--- src/rtl/level_ram_fwd_pkg.sv ---
// pheapTypes: shared heap entry type, empty marker, clear FSM states and address-width helper.
package pheapTypes;
    typedef logic [7:0] entry_t;
    localparam entry_t ENTRY_EMPTY = '1;
    typedef enum logic {CLEAR, READY} clr_state_t;
    function automatic int level_aw(input int level);
        return (level > 1) ? level - 1 : 1;
    endfunction
endpackage

--- src/rtl/level_ram_fwd_if.sv ---
// level_ram_fwd_if: user-side clear and dual-port access bundle for one heap level.
interface level_ram_fwd_if import pheapTypes::*; #(
    parameter int LEVEL = 2,
    parameter int WIDTH = $bits(entry_t)
);
    localparam int AW = level_aw(LEVEL);
    logic             clear_req, busy, coll;
    logic             en_a, we_a, qv_a, en_b, we_b, qv_b;
    logic [AW-1:0]    addr_a, addr_b;
    logic [WIDTH-1:0] data_a, q_a, data_b, q_b;
    modport master (
        output clear_req, en_a, we_a, addr_a, data_a, en_b, we_b, addr_b, data_b,
        input  busy, coll, q_a, qv_a, q_b, qv_b
    );
    modport slave (
        input  clear_req, en_a, we_a, addr_a, data_a, en_b, we_b, addr_b, data_b,
        output busy, coll, q_a, qv_a, q_b, qv_b
    );
endinterface

--- src/rtl/level_ram_fwd_core.sv ---
// ram_tdp_core: unreset true dual-port array, write-first per port; port A wins a same-address double write.
module ram_tdp_core #(
    parameter int DEPTH = 2,
    parameter int AW    = 1,
    parameter int WIDTH = 8
) (
    input  logic             clk,
    input  logic             en_a,
    input  logic             we_a,
    input  logic [AW-1:0]    addr_a,
    input  logic [WIDTH-1:0] din_a,
    output logic [WIDTH-1:0] dout_a,
    input  logic             en_b,
    input  logic             we_b,
    input  logic [AW-1:0]    addr_b,
    input  logic [WIDTH-1:0] din_b,
    output logic [WIDTH-1:0] dout_b
);
    logic [WIDTH-1:0] mem [DEPTH];
    // we_x writes regardless of en_x so the clear sequencer can fill without disturbing dout
    always_ff @(posedge clk) begin
        if (we_b) mem[addr_b] <= din_b;
        if (we_a) mem[addr_a] <= din_a;
        if (en_a) dout_a <= we_a ? din_a : mem[addr_a];
        if (en_b) dout_b <= we_b ? din_b : mem[addr_b];
    end
endmodule

--- src/rtl/level_ram_fwd.sv ---
// level_ram_fwd: one heap level with clear sequencer, write-through, cross-port forwarding,
// collision flag and optional output register.
module level_ram_fwd import pheapTypes::*; #(
    parameter int               LEVEL     = 2,
    parameter int               WIDTH     = $bits(entry_t),
    parameter bit               OUT_REG   = 1'b0,
    parameter logic [WIDTH-1:0] EMPTY_VAL = WIDTH'(ENTRY_EMPTY)
) (
    input  logic            clk,
    input  logic            rst_n,
    level_ram_fwd_if.slave  bus
);
    localparam int AW    = level_aw(LEVEL);
    localparam int DEPTH = 2 ** (LEVEL - 1);
    clr_state_t       state, nstate;
    logic [AW-1:0]    cnt, ncnt, ea, eb;
    logic             busy, ua, ub, uwa, uwb, same, fa, fb;
    logic             za, zb, sfa, sfb, qv1_a, qv1_b, qv2_a, qv2_b, coll_r;
    logic [WIDTH-1:0] fq_a, fq_b, core_a, core_b, q1_a, q1_b, q2_a, q2_b;

    assign busy = state == CLEAR;
    assign ea   = (LEVEL > 1) ? bus.addr_a : '0;
    assign eb   = (LEVEL > 1) ? bus.addr_b : '0;
    assign ua   = bus.en_a & ~busy;
    assign ub   = bus.en_b & ~busy;
    assign uwa  = ua & bus.we_a;
    assign uwb  = ub & bus.we_b;
    assign same = ea == eb;
    // A only needs B's data when A reads; B takes A's data whenever A writes (A wins a double write)
    assign fa   = ua & ~bus.we_a & uwb & same;
    assign fb   = ub & uwa & same;

    ram_tdp_core #(.DEPTH(DEPTH), .AW(AW), .WIDTH(WIDTH)) u_core (
        .clk    (clk),
        .en_a   (ua),
        .we_a   (busy | uwa),
        .addr_a (busy ? cnt : ea),
        .din_a  (busy ? EMPTY_VAL : bus.data_a),
        .dout_a (core_a),
        .en_b   (ub),
        .we_b   (uwb),
        .addr_b (eb),
        .din_b  (bus.data_b),
        .dout_b (core_b)
    );

    always_ff @(posedge clk or negedge rst_n) begin
        if (!rst_n) begin
            state <= CLEAR;
            cnt   <= '0;
        end else begin
            state <= nstate;
            cnt   <= ncnt;
        end
    end

    always_comb begin
        nstate = state;
        ncnt   = cnt;
        if (state == CLEAR) begin
            ncnt   = cnt + 1'b1;
            nstate = (cnt == AW'(DEPTH - 1)) ? READY : CLEAR;
        end else if (bus.clear_req) begin
            ncnt   = '0;
            nstate = CLEAR;
        end
    end

    always_ff @(posedge clk or negedge rst_n) begin
        if (!rst_n) begin
            za     <= 1'b1;
            zb     <= 1'b1;
            sfa    <= 1'b0;
            sfb    <= 1'b0;
            fq_a   <= '0;
            fq_b   <= '0;
            qv1_a  <= 1'b0;
            qv1_b  <= 1'b0;
            coll_r <= 1'b0;
            q2_a   <= '0;
            q2_b   <= '0;
            qv2_a  <= 1'b0;
            qv2_b  <= 1'b0;
        end else begin
            qv1_a  <= ua;
            qv1_b  <= ub;
            coll_r <= uwa & uwb & same;
            if (ua) begin
                za  <= 1'b0;
                sfa <= fa;
            end
            if (ub) begin
                zb  <= 1'b0;
                sfb <= fb;
            end
            if (fa) fq_a <= bus.data_b;
            if (fb) fq_b <= bus.data_a;
            q2_a   <= q1_a;
            q2_b   <= q1_b;
            qv2_a  <= qv1_a;
            qv2_b  <= qv1_b;
        end
    end

    // za/zb stand in for the unreset core output until the first access after reset
    assign q1_a     = za ? '0 : sfa ? fq_a : core_a;
    assign q1_b     = zb ? '0 : sfb ? fq_b : core_b;
    assign bus.q_a  = OUT_REG ? q2_a : q1_a;
    assign bus.q_b  = OUT_REG ? q2_b : q1_b;
    assign bus.qv_a = OUT_REG ? qv2_a : qv1_a;
    assign bus.qv_b = OUT_REG ? qv2_b : qv1_b;
    assign bus.busy = busy;
    assign bus.coll = coll_r;
endmodule

--- src/flat_wrapper.sv ---
// flat-port wrapper written by rule: the top's interface ports become plain ports
module level_ram_fwd_flat import pheapTypes::*;
#(
    parameter int               LEVEL     = 2,
    parameter int               WIDTH     = $bits(entry_t),
    parameter bit               OUT_REG   = 1'b0,
    parameter logic [WIDTH-1:0] EMPTY_VAL = WIDTH'(ENTRY_EMPTY)
)
  (clk, rst_n, bus_clear_req, bus_en_a, bus_we_a, bus_addr_a, bus_data_a, bus_en_b, bus_we_b, bus_addr_b, bus_data_b, bus_busy, bus_coll, bus_q_a, bus_qv_a, bus_q_b, bus_qv_b);
  level_ram_fwd_if #(.LEVEL(LEVEL), .WIDTH(WIDTH)) bus_i ();
  input  logic clk;
  input  logic rst_n;
  input wire logic [$bits(bus_i.clear_req)-1:0] bus_clear_req;
  input wire logic [$bits(bus_i.en_a)-1:0] bus_en_a;
  input wire logic [$bits(bus_i.we_a)-1:0] bus_we_a;
  input wire logic [$bits(bus_i.addr_a)-1:0] bus_addr_a;
  input wire logic [$bits(bus_i.data_a)-1:0] bus_data_a;
  input wire logic [$bits(bus_i.en_b)-1:0] bus_en_b;
  input wire logic [$bits(bus_i.we_b)-1:0] bus_we_b;
  input wire logic [$bits(bus_i.addr_b)-1:0] bus_addr_b;
  input wire logic [$bits(bus_i.data_b)-1:0] bus_data_b;
  output wire logic [$bits(bus_i.busy)-1:0] bus_busy;
  output wire logic [$bits(bus_i.coll)-1:0] bus_coll;
  output wire logic [$bits(bus_i.q_a)-1:0] bus_q_a;
  output wire logic [$bits(bus_i.qv_a)-1:0] bus_qv_a;
  output wire logic [$bits(bus_i.q_b)-1:0] bus_q_b;
  output wire logic [$bits(bus_i.qv_b)-1:0] bus_qv_b;
  assign bus_i.clear_req = bus_clear_req;
  assign bus_i.en_a = bus_en_a;
  assign bus_i.we_a = bus_we_a;
  assign bus_i.addr_a = bus_addr_a;
  assign bus_i.data_a = bus_data_a;
  assign bus_i.en_b = bus_en_b;
  assign bus_i.we_b = bus_we_b;
  assign bus_i.addr_b = bus_addr_b;
  assign bus_i.data_b = bus_data_b;
  assign bus_busy = bus_i.busy;
  assign bus_coll = bus_i.coll;
  assign bus_q_a = bus_i.q_a;
  assign bus_qv_a = bus_i.qv_a;
  assign bus_q_b = bus_i.q_b;
  assign bus_qv_b = bus_i.qv_b;
  level_ram_fwd #(.LEVEL(LEVEL), .WIDTH(WIDTH), .OUT_REG(OUT_REG), .EMPTY_VAL(EMPTY_VAL)) u_core (.clk(clk), .rst_n(rst_n), .bus(bus_i));
endmodule
--- config.mk ---
export PLATFORM = sky130hd
export DESIGN_NAME = level_ram_fwd_flat
export DESIGN_NICKNAME = d
export VERILOG_FILES = /design/src/rtl/level_ram_fwd_pkg.sv /design/src/rtl/level_ram_fwd_if.sv /design/src/rtl/level_ram_fwd_core.sv /design/src/rtl/level_ram_fwd.sv /design/src/flat_wrapper.sv
export SDC_FILE = /design/constraint.sdc
export NUM_CORES = 1
export LEC_CHECK = 0
export CAP_MARGIN = 10
export CORE_MARGIN = 3
export CORE_UTILIZATION = 35
export CTS_CLUSTER_SIZE = 25
export DETAILED_ROUTE_END_ITERATION = 8
export GPL_ROUTABILITY_DRIVEN = 0
export PLACE_DENSITY_LB_ADDON = 0.12
export SETUP_SLACK_MARGIN = 0.5
export SLEW_MARGIN = 40
export SYNTH_ARGS = -nofsm -noshare
export SYNTH_HDL_FRONTEND = slang
export SYNTH_HIERARCHICAL = 1
export SYNTH_SLANG_ARGS = --single-unit
--- constraint.sdc ---
create_clock -name clk -period 2.25 [get_ports clk]
set_input_delay 0.225 -clock clk [delete_from_list [all_inputs] [get_ports clk]]
set_output_delay 0.225 -clock clk [all_outputs]
set_load 0.02 [all_outputs]
# --- Yosys cells after proc, flatten, opt, wreduce, memory -nomap -nowiden ---
# Memory sizes are Yosys's and may differ from the RTL's. A register that Yosys moved wholly into a read port is not among the register bits.
# Cells that the tools add are included.
classes:
  n_addsub: 1
  n_eq_ne: 2
  n_mux: 15
  bitwise: 14
ops:
  columns: ["cell", "count"]
  rows:
  - ["8-bit two-way mux", 5]
  - ["1-bit AND", 11]
  - ["1-bit two-way mux", 10]
  - ["2-bit != test (second input constant)", 1]
  - ["1-bit inverter", 2]
  - ["1-bit adder (second input constant)", 1]
  - ["1-bit == test", 1]
  - ["1-bit OR", 1]
word_totals:
  reg_bits: 25
  ramBits: 16
  in_bits: 25
  output_inout_bits: 20
  elab_cells: 44
  mem_count: 1
mem_list:
  columns: ["memory", "words", "width", "read_ports", "rd_ports_with_merged_regs", "wr", "line_no", "rtl"]
  rows:
  - ["u_core.u_core.mem", 2, 8, 2, 2, 2, "level_ram_fwd_core.sv:19", "logic [WIDTH-1:0] mem [DEPTH];"]

# --- Depth between registers and ports, before layout ---
# Gate-level depths: netlist of run 1.
depth:
  depth_word: 5
  ltp_mapped: 6

# --- Modules after synthesis ---
# Netlist of run 1, hierarchy kept.
modules_own_cells:
  columns: ["mod", "n_inst", "cells_each", "area_each_um2", "seq_area_each_um2"]
  rows:
  - ["ram_tdp_core", 1, 109, 1566.5, 960.9]
  - ["level_ram_fwd", 1, 107, 1241.2, 628.1]

# --- Worst setup path after synthesis of run 1 ---
# OpenSTA, ideal clock, no wires.
synth_path:
  path_kind: "reg-to-reg"
  from: "register u_core.state"
  to: "memory u_core.u_core.mem[0][0] (enable)"
  arrival_ps: 1387
  required_ps: 1924
  path_slack_ps: 537
  stages_incl_launch_ff: 6
  n_path_buf: 2
  path_cell_list: "dfrtp_1 -> mux2_2 -> buf_8 -> nor2b_4 -> buf_6 -> a21o_1"
synth_lines:
  columns: ["item", "line_no", "rtl"]
  rows:
  - ["start, declared", "level_ram_fwd.sv:15", "clr_state_t state, nstate;"]
  - ["start signal, assigned", "level_ram_fwd.sv:52", "state <= nstate;"]
  - ["end, declared", "level_ram_fwd_core.sv:19", null]

==> results of run 1 <==
==> cell usage in the layout (no fill, tap or decap), types with 2 or more instances in the layout <==
| cell | Yosys | routed |
|---|---|---|
| nand2b_1 | 5 | 5 |
| or2b_1 | 3 | 3 |
| dlygate4sd2_1 | 0 | 16 |
| clkbuf_1 | 6 | 3 |
| clkbuf_8 | 0 | 9 |
| mux2_2 | 25 | 24 |
| clkdlybuf4s50_1 | 0 | 27 |
| clkinv_2 | 0 | 4 |
| edfxtp_1 | 32 | 32 |
| nor2_1 | 17 | 17 |
| dfrtp_2 | 0 | 3 |
| inv_1 | 4 | 4 |
| and2_1 | 3 | 3 |
| nand2_1 | 23 | 21 |
| dfrtp_1 | 23 | 20 |
| buf_4 | 0 | 12 |
| mux2i_1 | 32 | 32 |
| nand2_2 | 1 | 3 |
| a21o_1 | 3 | 2 |
| dfstp_2 | 2 | 2 |
| mux2_4 | 8 | 9 |
| o21ai_0 | 16 | 16 |
==> worst min path at each step <==
stage | startpoint | to | depth (start not counted)
final | rst_n | u_core/fq_a[1]$_DFFE_PN0P_ | 2
after global routing | rst_n | u_core/fq_a[1]$_DFFE_PN0P_ | 2
after CTS | rst_n | u_core/fq_a[1]$_DFFE_PN0P_ | 2
after detailed placement | u_core/fq_a[1]$_DFFE_PN0P_ | u_core/fq_a[1]$_DFFE_PN0P_ | 1
after global placement | u_core/fq_a[7]$_DFFE_PN0P_ | u_core/fq_a[7]$_DFFE_PN0P_ | 1
after floorplan | rst_n | u_core/bus.coll$_DFF_PN0_ | 0
==> cells by family (layout without fill, tap and decap cells) <==
logic type	Yosys count	in the layout	synth area share, %
flops	57	57	56.6
simple gates	56	56	10.1
mux	65	65	25.7
buf+inv	16	77	3.21
compound gates	21	21	4.10
xor+xnor	1	1	0.312
==> layout make-up <==
cell class	count	area (um^2)
Timing Repair Buffer	57	518
Inverter	4	15.0
Clock inverter	4	20.0
Fill cell	747	4210
Sequential cell	57	1590
Clock buffer	12	135
Tap cell	102	128
Multi-Input combinational cell	143	1140
==> metrics by stage <==
| step | total power [mW] | util, % | worst slack [ns] | instances | hold WS (ns) |
|---|---|---|---|---|---|
| 2_1_floorplan | 2.97 | - | 0.537 | 216 | -0.0706 |
| 3_3_place_gp | 3.56 | 43.4 | 0.230 | 359 | 0.490 |
| 3_5_place_dp | 3.59 | 43.4 | 0.175 | 359 | 0.496 |
| 4_1_cts | 4.32 | 45.4 | 0.502 | 376 | 0.270 |
| 5_1_grt | 4.57 | 45.7 | 0.473 | 379 | 0.287 |
| 6_report | 4.27 | 45.7 | 0.550 | 379 | 0.273 |
==> routing by layer <==
layer  GRT usage [%]  share of wire (%)  wire length [um]
met5               0                  0                 0
met4            4.27               0.58                36
met3            5.29                3.5               215
met2            25.0                 53              3300
met1            17.5                 43              2660
==> repair_timing <==
item                                    4_1_cts  5_1_grt
resized for setup                            22        3
setup buffers                                 1        3
endpoints found under the setup margin       62       30
==> flip-flops by register name (all words and copies together) (netlist names) <==
register	flops
u_core/bus.coll	1
u_core/cnt	1
u_core/za	1
u_core/bus.qv_b	1
u_core/sfb	1
u_core/u_core/mem	16
u_core/fq_a	8
u_core/sfa	1
u_core/zb	1
u_core/u_core/dout_a	8
u_core/state	1
u_core/fq_b	8
u_core/u_core/dout_b	8
u_core/bus.qv_a	1
==> power breakdown <==
group | switching (mW) | total [mW] | internal (mW)
combinational | 0.875 | 1.68 | 0.810
sequential | 0.198 | 1.82 | 1.62
clock | 0.380 | 0.772 | 0.392
total | 1.45 | 4.27 | 2.82
==> results by group, run 1 <==
Cells and area
  • Syn-to-layout area delta: 26.6%
  • Fin area: 3550 um^2
  • Fraction of layout cells with a size suffix above 1: 25.6%
  • Final net count: 297
  • N_diodes: 0

Setup path
  • R2R Path Start: u_core/state$_DFF_PN0_
  • Critical path destination: u_core/u_core/mem[0][1]$_DFFE_PP_
  • Slowest-stage cell, CP: dfrtp_2
  • Worst reg-to-reg setup slack: 0.55 ns
  • CP max stage delay: 0.47 ns
  • WP depth: 4
  • CP startpoint: u_core/state$_DFF_PN0_
  • Critical path, cell by cell: mux2_4 -> nor2b_4 -> buf_4 -> mux2_4
  • CP startpoint kind: flop
  • WP data required: 2.33 ns
  • Crit Reg-Reg Endpoint: u_core/u_core/mem[0][1]$_DFFE_PP_
  • CP endpoint kind: flop
  • CP Buf/Inv Count: 1
  • Crit Path Class: reg2reg
  • Arrival time at the worst endpoint: 1.78 ns
  • Reg2Reg Depth: 4
  • Critical path fanouts, max: 8
  • Crit path max-delay family: multiplexers
  • Crit path top cell by count: mux2_4

Clock network
  • CTS Hold Bufs: 0
  • CTS tree: yes
  • Clock Sinks: 57
  • Register clock-pin slew on the reported worst setup and hold paths: about 0.07 ns
  • Clock Latency Late Sink: 0.33 ns
  • Number of CTS-inserted buffers: 9
  • Cell chosen for the clock root: clkbuf_8
  • Htree depth: 3
  • CTS Buffer Depth: 2

Timing
  • Relative slew slack: between 60% and 70%
  • Endpoints failing hold: 0
  • Fmax: 588 MHz
  • Final setup violating endpoints: 0
  • Period minus WS final: 1.70 ns
  • RSZ-0062 raised after global routing: yes
  • Fin Clk Skew: 0.00681 ns
  • Worst-margin pin slew: 0.519 ns
  • Setup_tns: 0 ns
  • Fin. max-slew vios: 0
  • Part of the cycle the worst path needs: 75.6%

Route
  • Post-DRT Antenna Nets: 0
  • Drc violations: 0
  • Via/cell ratio: 4.82
  • Vias: 1825
  • Total Wirelength: 6210 um
  • Initial detailed-routing violation count: 82
  • Pre-antenna DRT Iters: 4
  • Routed len/inst: between 15 and 20 um

Logic synthesis
  • EDFF count, synth: 32
  • Ys flop type: edfxtp_1
  • Mean area per synthesized cell: between 10 and 15 um^2
  • Post-Syn Area: 2810 um^2
  • Area leader, netlist: edfxtp_1
  • Yosys top cell area share: around a third
  • Top post-synthesis cells by area: edfxtp_1 (34%), dfrtp_1 (20%), mux2i_1 (11%)
  • #FFs+latches synth: 57
  • Sequential fraction of the synthesis area: between 50% and 60%
  • Cell variety after synth: 26
  • Yosys warnings: 6
  • Post-Syn Nets: around 240
  • Async SR Flop Fraction: 43.9%
  • Top cell types by occurrence after synthesis: edfxtp_1 (32), mux2i_1 (32), mux2_2 (25)
  • Cells after synthesis: 216

Power and ir drop
  • Peak supply drop: 436 uV
  • PD cells: 1200 nW/um^2
  • Leak: 1.50 nW

Place
  • Post-placement cell area: between 3000 and 4000 um^2
  • DP HPWL: 4440 um
  • Port bufs: 44

Global route
  • First-pass GRT wire length: between 9000 and 10000 um
  • Largest net degree at the start of global routing: 26
  • Grt ovf: 0
  • GRT Util Overall: 14.7%
  • Vias in the first global route: 1832
  • Initial antenna violation count: 0

Die
  • Chip height: 95.6 um
  • Initial core utilization: 36.1%
  • Row count: 32
  • Die Wd: 95.6 um
  • Die ar.: 9130 um^2
  • Core area: around 8000 um^2
  • Boundary Pins: 45

Flow run
  • Max cap viols: 0

Min path
  • Hold WC Path Type: in2async

Run status
  • Status: finished clean
Power figures use the tool's default switching activity.
==> inputs of run 2 (changes only) <==
clock period = 1.6 ns   (was 2.25 ns; I/O delays follow)
==> run 2 against run 1 <==
Effect of this change: the run now ends with setup timing left; critical path depth unchanged; via count grew 8.9%; total power grew 82%.
==> results by group, run 2 (synthesized netlist as in run 1, its figures left out) <==
Timing
  • Relative slew slack: 75.4% (+10 points)
  • Period minus WS final: 1.64 ns (-0.0612 ns)
  • RSZ-0062 raised after global routing: yes
  • Endpoints failing hold: 0 (unchanged)
  • Part of the cycle the worst path needs: 102% (+27 points)
  • Fin. max-slew vios: 0 (unchanged)
  • Fin Clk Skew: 0.00736 ns (+0.000551 ns)
  • Worst-margin pin slew: 0.369 ns (-0.151 ns)
  • Setup_tns: -0.244 ns (-0.244 ns)
  • Final setup violating endpoints: 8 (+8)
  • Fmax: 610 MHz (+3.7%)
  • Setup WS post-layout: -0.0391 ns (-0.589 ns)

Clock network
  • CTS Hold Bufs: 0 (unchanged)
  • Cell chosen for the clock root: clkbuf_8
  • Htree depth: 3 (unchanged)
  • CTS tree: yes
  • Clock Sinks: 57 (unchanged)
  • CTS Buffer Depth: 2 (unchanged)
  • Clock Latency Late Sink: 0.33 ns (about the same)
  • Number of CTS-inserted buffers: 9 (unchanged)
  • Register clock-pin slew on the reported worst setup and hold paths: 0.07 ns (about the same)

Setup path
  • Reg2Reg Depth: 4 (unchanged)
  • WP data required: 1.67 ns (-0.66 ns)
  • Crit Reg-Reg Endpoint: u_core/u_core/mem[0][4]$_DFFE_PP_
  • CP endpoint kind: flop
  • Arrival time at the worst endpoint: 1.71 ns (-0.07 ns)
  • Crit Path Class: reg2reg
  • Worst reg-to-reg setup slack: -0.04 ns (-0.59 ns)
  • Critical path fanouts, max: 9 (+1)
  • R2R Path Start: u_core/state$_DFF_PN0_
  • CP startpoint kind: flop

Min path
  • Hold WC Path Type: in2async

Route
  • Vias: 1987 (+8.9%)
  • Drc violations: 0 (unchanged)
  • Via/cell ratio: 4.89 (+1.6%)
  • Total Wirelength: 7130 um (+15%)
  • Routed len/inst: 17.6 um (+7.2%)
  • Post-DRT Antenna Nets: 0 (unchanged)
  • Initial detailed-routing violation count: 67 (-18%)
  • Pre-antenna DRT Iters: 4 (unchanged)

Cells and area
  • Syn-to-layout area delta: 55.7%
  • Layout Cells excl Fill: 406 (+7.1%)
  • Core Util, Final: 56.3% (+11 points)
  • N_diodes: 0 (unchanged)
  • Commonest cells after routing, fill and taps aside: buf_6 (33), edfxtp_1 (32), clkdlybuf4s50_1 (22)
  • Fraction of layout cells with a size suffix above 1: 57.2% (+32 points)
  • Final net count: 324 (+9.1%)
  • Commonest non-fill, non-tap cell in the layout: buf_6
  • Largest register by flop count: u_core/u_core/mem
  • Largest register FFs: 16 (unchanged)

Place
  • DP HPWL: 4490 um (+1.1%)
  • Port bufs: 44 (unchanged)
  • Setup Slack @ Placement: -0.207 ns (-0.382 ns)
  • Placed cells: 367 (+2.2%)

Die
  • Boundary Pins: 45 (unchanged)
  • Row count: 32 (unchanged)
  • Die ar.: 9130 um^2 (unchanged)
  • Chip height: 95.6 um (unchanged)
  • Initial core utilization: 36.1% (unchanged)
  • Die Wd: 95.6 um (unchanged)
  • Core area: 7770 um^2 (unchanged)

Power and ir drop
  • PD cells: 1780 nW/um^2 (+48%)
  • Pwr Total: 7.80 mW (+82%)
  • Leak: 1.85 nW (+24%)
  • Peak supply drop: 897 uV (+110%)

Global route
  • GRT Util Overall: 16.2% (+1.4 points)
  • First-pass GRT wire length: 10500 um (+9.8%)
  • Initial antenna violation count: 0 (unchanged)
  • M3 GR Usage: 4.34% (-0.95 points)
  • Vias in the first global route: 1944 (+6.1%)
  • Met1 Track Usage GR: 20.9% (+3.5 points)
  • Largest net degree at the start of global routing: 26 (unchanged)
  • Grt ovf: 0 (unchanged)
  • GRT busiest layer: met2
  • M2 GR Usage: 26.2% (+1.2 points)

Run status
  • Failing checks: setup timing
  • Status: finished, violations left

Flow run
  • Max cap viols: 0 (unchanged)
-- run 2: through the flow --
stage / hold WS [ns] / cell area [um^2]
4_1_cts: 0.221 / 4110
6_report: 0.218 / 4370
2_1_floorplan: -0.136 / 2890
3_3_place_gp: 0.489 / 3550
5_1_grt: 0.229 / 4370
3_5_place_dp: 0.496 / 3550
-- run 2: worst max-delay path, stage by stage, from the launching register on --
cell	delay, ns
dfrtp_2	0.44
mux2_4	0.36
nor2b_4	0.14
buf_12	0.15
mux2_4	0.30
-- run 2: repair_timing --
action,4_1_cts,5_1_grt
setup buffers,13,7
pin swaps,3,6
resized for setup,168,56
setup endpoints to repair,103,103
gates cloned,3,0
-- run 2: metal layers --
metal / vias to the layer above / part of all wire, %
met3: 4 / 4.7
li1: 944 / -
met1: 997 / 45
met2: 42 / 49
met4: 0 / 0.88
met5: - / 0
-- run 2: worst max path at each step --
stage | startpoint | endpoint | slack (ns) | cells after the start
final | u_core/state$_DFF_PN0_ | u_core/u_core/mem[0][4]$_DFFE_PP_ | -0.04 | 4
after CTS | u_core/state$_DFF_PN0_ | u_core/u_core/mem[0][4]$_DFFE_PP_ | -0.03 | 4
after detailed placement | bus_addr_b | u_core/fq_b[7]$_DFFE_PN0P_ | -0.21 | 4
after global placement | bus_addr_b | u_core/fq_b[7]$_DFFE_PN0P_ | -0.20 | 4
after floorplan | u_core/state$_DFF_PN0_ | u_core/u_core/mem[0][0]$_DFFE_PP_ | -0.08 | 5
after global routing | u_core/state$_DFF_PN0_ | u_core/u_core/mem[0][4]$_DFFE_PP_ | -0.07 | 4
-- run 2: cell type report --
cell class	count	area, um^2
Timing Repair Buffer	83	932
Clock buffer	12	145
Sequential cell	57	1590
Clock inverter	4	67.6
Tap cell	102	128
Multi-Input combinational cell	144	1490
Fill cell	662	3390
Inverter	4	15.0
-- run 2: report_power, final --
group	switching (mW)	total (mW)	internal, mW
clock	0.541	1.45	0.911
sequential	0.342	2.62	2.28
combinational	1.71	3.72	2.01
total	2.59	7.80	5.20
==> inputs of run 3 (changes only) <==
--- a/config.mk
+++ b/config.mk
@@ -9,3 +9,3 @@
 export CORE_MARGIN = 3
-export CORE_UTILIZATION = 35
+export CORE_UTILIZATION = 25
 export CTS_CLUSTER_SIZE = 25
==> constraint.sdc (replaced) <==
create_clock -name clk -period 1.6 [get_ports clk]
set_input_delay 0.32 -clock clk [delete_from_list [all_inputs] [get_ports clk]]
set_output_delay 0.32 -clock clk [all_outputs]
set_load 0.02 [all_outputs]
==> run 3 against run 2 <==
Effect of this change: the flow still finishes with violations (setup timing); non-clock buffer count rose by 6; global-route usage fell by 3.8 points; critical path depth did not move; sequential power barely moved; wire length rose by 3.8%; design area rose by 1.3%; combinational power fell by 2%; worst setup slack got worse by 0.040 ns; utilization fell by 16 points; register-to-register slack got worse by 0.04 ns; via count fell by 0.75%; largest power group unchanged; highest routed layer unchanged.
==> results by group, run 3 (synthesized netlist as in run 1, its figures left out) <==
Setup path
  • CP max stage delay: 0.46 ns (+0.02 ns)
  • CP startpoint kind: flop
  • Reg2Reg Depth: 4 (unchanged)
  • CP endpoint kind: flop
  • Arrival time at the worst endpoint: 1.77 ns (+0.06 ns)
  • Critical path, cell by cell: mux2_4 -> nor2b_4 -> buf_12 -> mux2_4
  • Crit path top cell by count: mux2_4
  • Slowest-stage cell, CP: dfrtp_2
  • Crit Path Class: reg2reg
  • Critical path fanouts, max: 9 (unchanged)
  • WP data required: 1.69 ns (+0.02 ns)

Route
  • Initial detailed-routing violation count: 75 (+12%)
  • Drc violations: 0 (unchanged)
  • Total Wirelength: 7400 um (+3.8%)
  • Via/cell ratio: 4.38 (-10%)
  • Post-DRT Antenna Nets: 0 (unchanged)
  • Vias: 1972 (-0.75%)
  • Pre-antenna DRT Iters: 4 (unchanged)
  • Routed len/inst: 16.4 um (-6.3%)

Timing
  • Part of the cycle the worst path needs: 105% (+2.5 points)
  • Relative slew slack: 75.8% (+0.38 points)
  • Endpoints failing hold: 0 (unchanged)
  • Worst-margin pin slew: 0.363 ns (-0.00577 ns)
  • Fmax: 596 MHz (-2.4%)
  • Final setup violating endpoints: 24 (+16)
  • Fin Clk Skew: 0.00735 ns (-0.00000461 ns)
  • Setup WS post-layout: -0.0787 ns (-0.0395 ns)
  • Fin. max-slew vios: 0 (unchanged)
  • Period minus WS final: 1.68 ns (+0.0395 ns)
  • RSZ-0062 raised after global routing: yes

Cells and area
  • Layout Cells excl Fill: 450 (+11%)
  • Fin area: 4430 um^2 (+1.3%)
  • Largest register FFs: 16 (unchanged)
  • N_diodes: 0 (unchanged)
  • Commonest non-fill, non-tap cell in the layout: buf_6
  • Largest register by flop count: u_core/u_core/mem
  • Syn-to-layout area delta: 57.7%
  • Commonest cells after routing, fill and taps aside: buf_6 (38), edfxtp_1 (32), mux2_4 (22), dfrtp_1 (22), mux2i_1 (20)
  • Final net count: 330 (+1.9%)
  • Fraction of layout cells with a size suffix above 1: 57.4% (+0.18 points)

Global route
  • First-pass GRT wire length: 11700 um (+11%)
  • Largest net degree at the start of global routing: 26 (unchanged)
  • Vias in the first global route: 2149 (+11%)
  • GRT Util Overall: 12.4% (-3.8 points)
  • Initial antenna violation count: 0 (unchanged)
  • Grt ovf: 0 (unchanged)

Clock network
  • Register clock-pin slew on the reported worst setup and hold paths: 0.07 ns (about the same)
  • Clock Sinks: 57 (unchanged)
  • Clock Latency Late Sink: 0.34 ns (about the same)
  • CTS Hold Bufs: 0 (unchanged)
  • Htree depth: 3 (unchanged)
  • Cell chosen for the clock root: clkbuf_8
  • CTS tree: yes
  • Number of CTS-inserted buffers: 9 (unchanged)
  • CTS Buffer Depth: 2 (unchanged)

Place
  • Post-placement cell area: 3650 um^2 (+2.9%)
  • DP HPWL: 5100 um (+14%)
  • Placed cells: 414 (+13%)
  • Port bufs: 44 (unchanged)

Die
  • Boundary Pins: 45 (unchanged)
  • Die ar.: 12500 um^2 (+37%)
  • Row count: 38 (+19%)
  • Core area: 10900 um^2 (+40%)
  • Initial core utilization: 25.8% (-10 points)
  • Chip height: 112 um (+17%)
  • Die Wd: 112 um (+17%)

Flow run
  • Max cap viols: 0 (unchanged)

Power and ir drop
  • Leak: 1.88 nW (+1.8%)
  • Peak supply drop: 591 uV (-34%)
  • PD cells: 1750 nW/um^2 (-2.1%)

Min path
  • Hold WC Path Type: in2async

Run status
  • Failing checks: setup timing
  • Status: finished, violations left
[run 3: cell types whose count changed in the layout (fill, tap and decap cells not counted), sizes merged]
cell,delta
clkbuf,-2
clkdlybuf4s50,-3
clkdlybuf4s15,+2
clkinvlp,+1
dlygate4sd2,+1
clkinv,+1
buf,+6
[run 3: final cells by class]
class | instances | area [um^2]
repair buffers | 89 | 978
clock buffers | 10 | 128
well taps | 140 | 175
clock inverters | 6 | 82.6
flip-flops and latches | 57 | 1590
fillers | 1023 | 6460
multi-input cells | 144 | 1460
inverters | 4 | 17.5
[run 3: worst max-delay path, delay by kind of cell (launching register included)]
kind / cells / cell delay [ns]
buf+inv: 1 / 0.15
flops: 1 / 0.46
simple gates: 1 / 0.14
mux: 2 / 0.67
[run 3: routing by layer]
metal / vias to the layer above / share of wire, % / global-route usage [%] / wire length (um)
li1: 955 / - / - / -
met1: 978 / 47 / 16.4 / 3490
met2: 30 / 48 / 19.6 / 3570
met3: 9 / 3.1 / 3.42 / 232
met4: 0 / 1.4 / 4.33 / 106
met5: - / 0 / 0 / 0
[run 3: stage by stage]
stage	setup slack, ns	total power, mW	setup TNS, ns	utilization, %	hold WS, ns
4_1_cts	-0.0533	7.43	-0.907	38.8	0.360
6_report	-0.0787	7.73	-1.05	40.7	0.350
2_1_floorplan	-0.0843	4.33	-0.911	-	0.0244
5_1_grt	-0.109	8.16	-2.64	40.7	0.381
3_3_place_gp	-0.342	5.38	-18.89	33.6	0.489
3_5_place_dp	-0.356	5.41	-19.20	33.6	0.496
[run 3: power by group]
part           switching [mW]  total [mW]  leakage (nW)  internal (mW)
logic                    1.65        3.65          1.16           2.00
registers               0.335        2.61         0.613           2.28
clock network           0.604        1.47         0.106          0.868
[run 3: worst paths after layout]
path | startpoint | slack, ns | end
worst min register to register | u_core/fq_a[2]$_DFFE_PN0P_ | 0.51 | u_core/fq_a[2]$_DFFE_PN0P_
worst max-delay path | u_core/state$_DFF_PN0_ | -0.08 | u_core/u_core/mem[0][1]$_DFFE_PP_
worst min-delay path | rst_n | 0.35 | u_core/bus.coll$_DFF_PN0_
min in group clk | u_core/fq_a[2]$_DFFE_PN0P_ | 0.51 | u_core/fq_a[2]$_DFFE_PN0P_
max in group asynchronous | rst_n | 0.93 | u_core/za$_DFFE_PN1N_
worst max register to register | u_core/state$_DFF_PN0_ | -0.08 | u_core/u_core/mem[0][1]$_DFFE_PP_
[run 3: timing repair]
item,4_1_cts,5_1_grt
setup endpoints to repair,104,106
pin swaps,5,3
cloned,2,1
gates resized for setup,197,33
buffers inserted,11,6
==> variant (settings of run 3) <==
Make the reset (`rst_n`) synchronous in 2 clocked blocks.
--- a/src/rtl/level_ram_fwd.sv
+++ b/src/rtl/level_ram_fwd.sv
@@ -44,7 +44,7 @@
         .dout_b (core_b)
     );
 
-    always_ff @(posedge clk or negedge rst_n) begin
+    always_ff @(posedge clk) begin
         if (!rst_n) begin
             state <= CLEAR;
             cnt   <= '0;
@@ -66,7 +66,7 @@
         end
     end
 
-    always_ff @(posedge clk or negedge rst_n) begin
+    always_ff @(posedge clk) begin
         if (!rst_n) begin
             za     <= 1'b1;
             zb     <= 1'b1;
Behaviour: differs if rst_n is asserted again (counterexample within 4 cycles, from zero or initial values and one cycle with rst_n low); with rst_n held inactive, the same outputs for 10 cycles.
==> variant against run 3 <==
Non-clock buffer count shrank 4. Clock skew shrank 0.0045 ns. Setup slack gained 0.093 ns. Global-route usage grew 0.70 points. Sequential cell count is the same. Count of clock-buffer cells in the layout grew 2. Design area grew 6.5%. Final cell count grew 8.0%. Wire length grew 9.1%. Synthesized area grew 1.3%.
Power is not compared: it rests on default switching activity, and its combinational part moved more than twofold at a synthesized area within 25%.
==> variant: results (changes against run 3) <==
status:
  outcome: "finished, final reports clean"  # was finished with violations
global_routing:
  grt_pass1_vias: 2363  # was 2149
  track_usage: 0.1310  # was 0.1241
  grt_pass1_wl_mm: 12.71  # was 11.67 mm
  grt_use_met1: 0.1710  # was 0.1642
  grt_use_met2: 0.2101  # was 0.1962
clocking:
  cts_resized: 203  # was 197
  cts.clk_slew.worst_paths_ns: 0.05  # was 0.07 ns
  insertion_delay_ns: 0.32  # was 0.34 ns
  cts_setup_buffers: 9  # was 11
layout:
  fillers: 1016  # was 1023
  fin_nets: 366  # was 330
  drive_gt1_frac: 0.4711  # was 0.5742
logic_synthesis:
  ys_async_sr_fraction: 0  # was 0.4386
  synth_commonest_cells: "nand2_1, mux2i_1, edfxtp_1, dfxtp_1, nor2_1"  # was edfxtp_1, mux2i_1, mux2_2, dfrtp_1, nand2_1
  synth_area_leaders: "edfxtp_1, dfxtp_1, mux2i_1"  # was edfxtp_1, dfrtp_1, mux2i_1
  mappedNetlistNets: 287  # was 241
  yosysSeqAreaShare: 0.5136  # was 0.5660
placement:
  place_inst: 453  # was 414
  placed_area_mm2: 0.003714  # was 0.003654 mm²
  dp_hpwl_mm: 5.073  # was 5.102 mm
  post-place-ws_ns: -0.3570  # was -0.3560 ns
routing:
  met1_length_mm: 3.639  # was 3.490 mm
  num_vias: 2193  # was 1972
  met2_length_mm: 3.926  # was 3.571 mm
  drtIter0Drc: 78  # was 75
  post_drt_wl_per_cell_um: 16.61  # was 16.44 µm
  wl_met3_um: 383  # was 232 µm
critical_path:
  regToRegStartpoint: "u_core/state"  # unchanged
  cp_slowest_cell: "dfxtp_4"  # was dfrtp_2
  reg2reg_to: "u_core/u_core/mem[0][0]"  # was u_core/u_core/mem[0][1]
[variant: cell count changes after synthesis, moves of 3 or more]
cell,run 3,this run
mux2i_1,32,48
dfxtp_1,0,25
dfrtp_1,23,0
buf_2,3,6
o21a_1,0,3
nand2_1,23,58
mux2_2,25,9
nor2_1,17,20
[variant: layout make-up]
type	instances	area (µm²)	area share
Sequential cell	57	1475	0.3128
Inverter	5	23.77	0.005041
Multi-Input combinational cell	183	1648	0.3494
Timing Repair Buffer	85	1039	0.2202
Tap cell	140	175.2	0.03715
Clock inverter	4	97.59	0.02070
Clock buffer	12	257.7	0.05466
[variant: cell families after synthesis]
| logic type | count (synthesis) | share of synthesized area |
|---|---|---|
| multiplexers | 65 | 0.2467 |
| AO/OA/AOI/OAI | 21 | 0.04134 |
| buffers and inverters | 23 | 0.04618 |
| AND/OR/NAND/NOR | 95 | 0.1491 |
| XOR/XNOR | 1 | 0.003079 |
| flip-flops | 57 | 0.5136 |
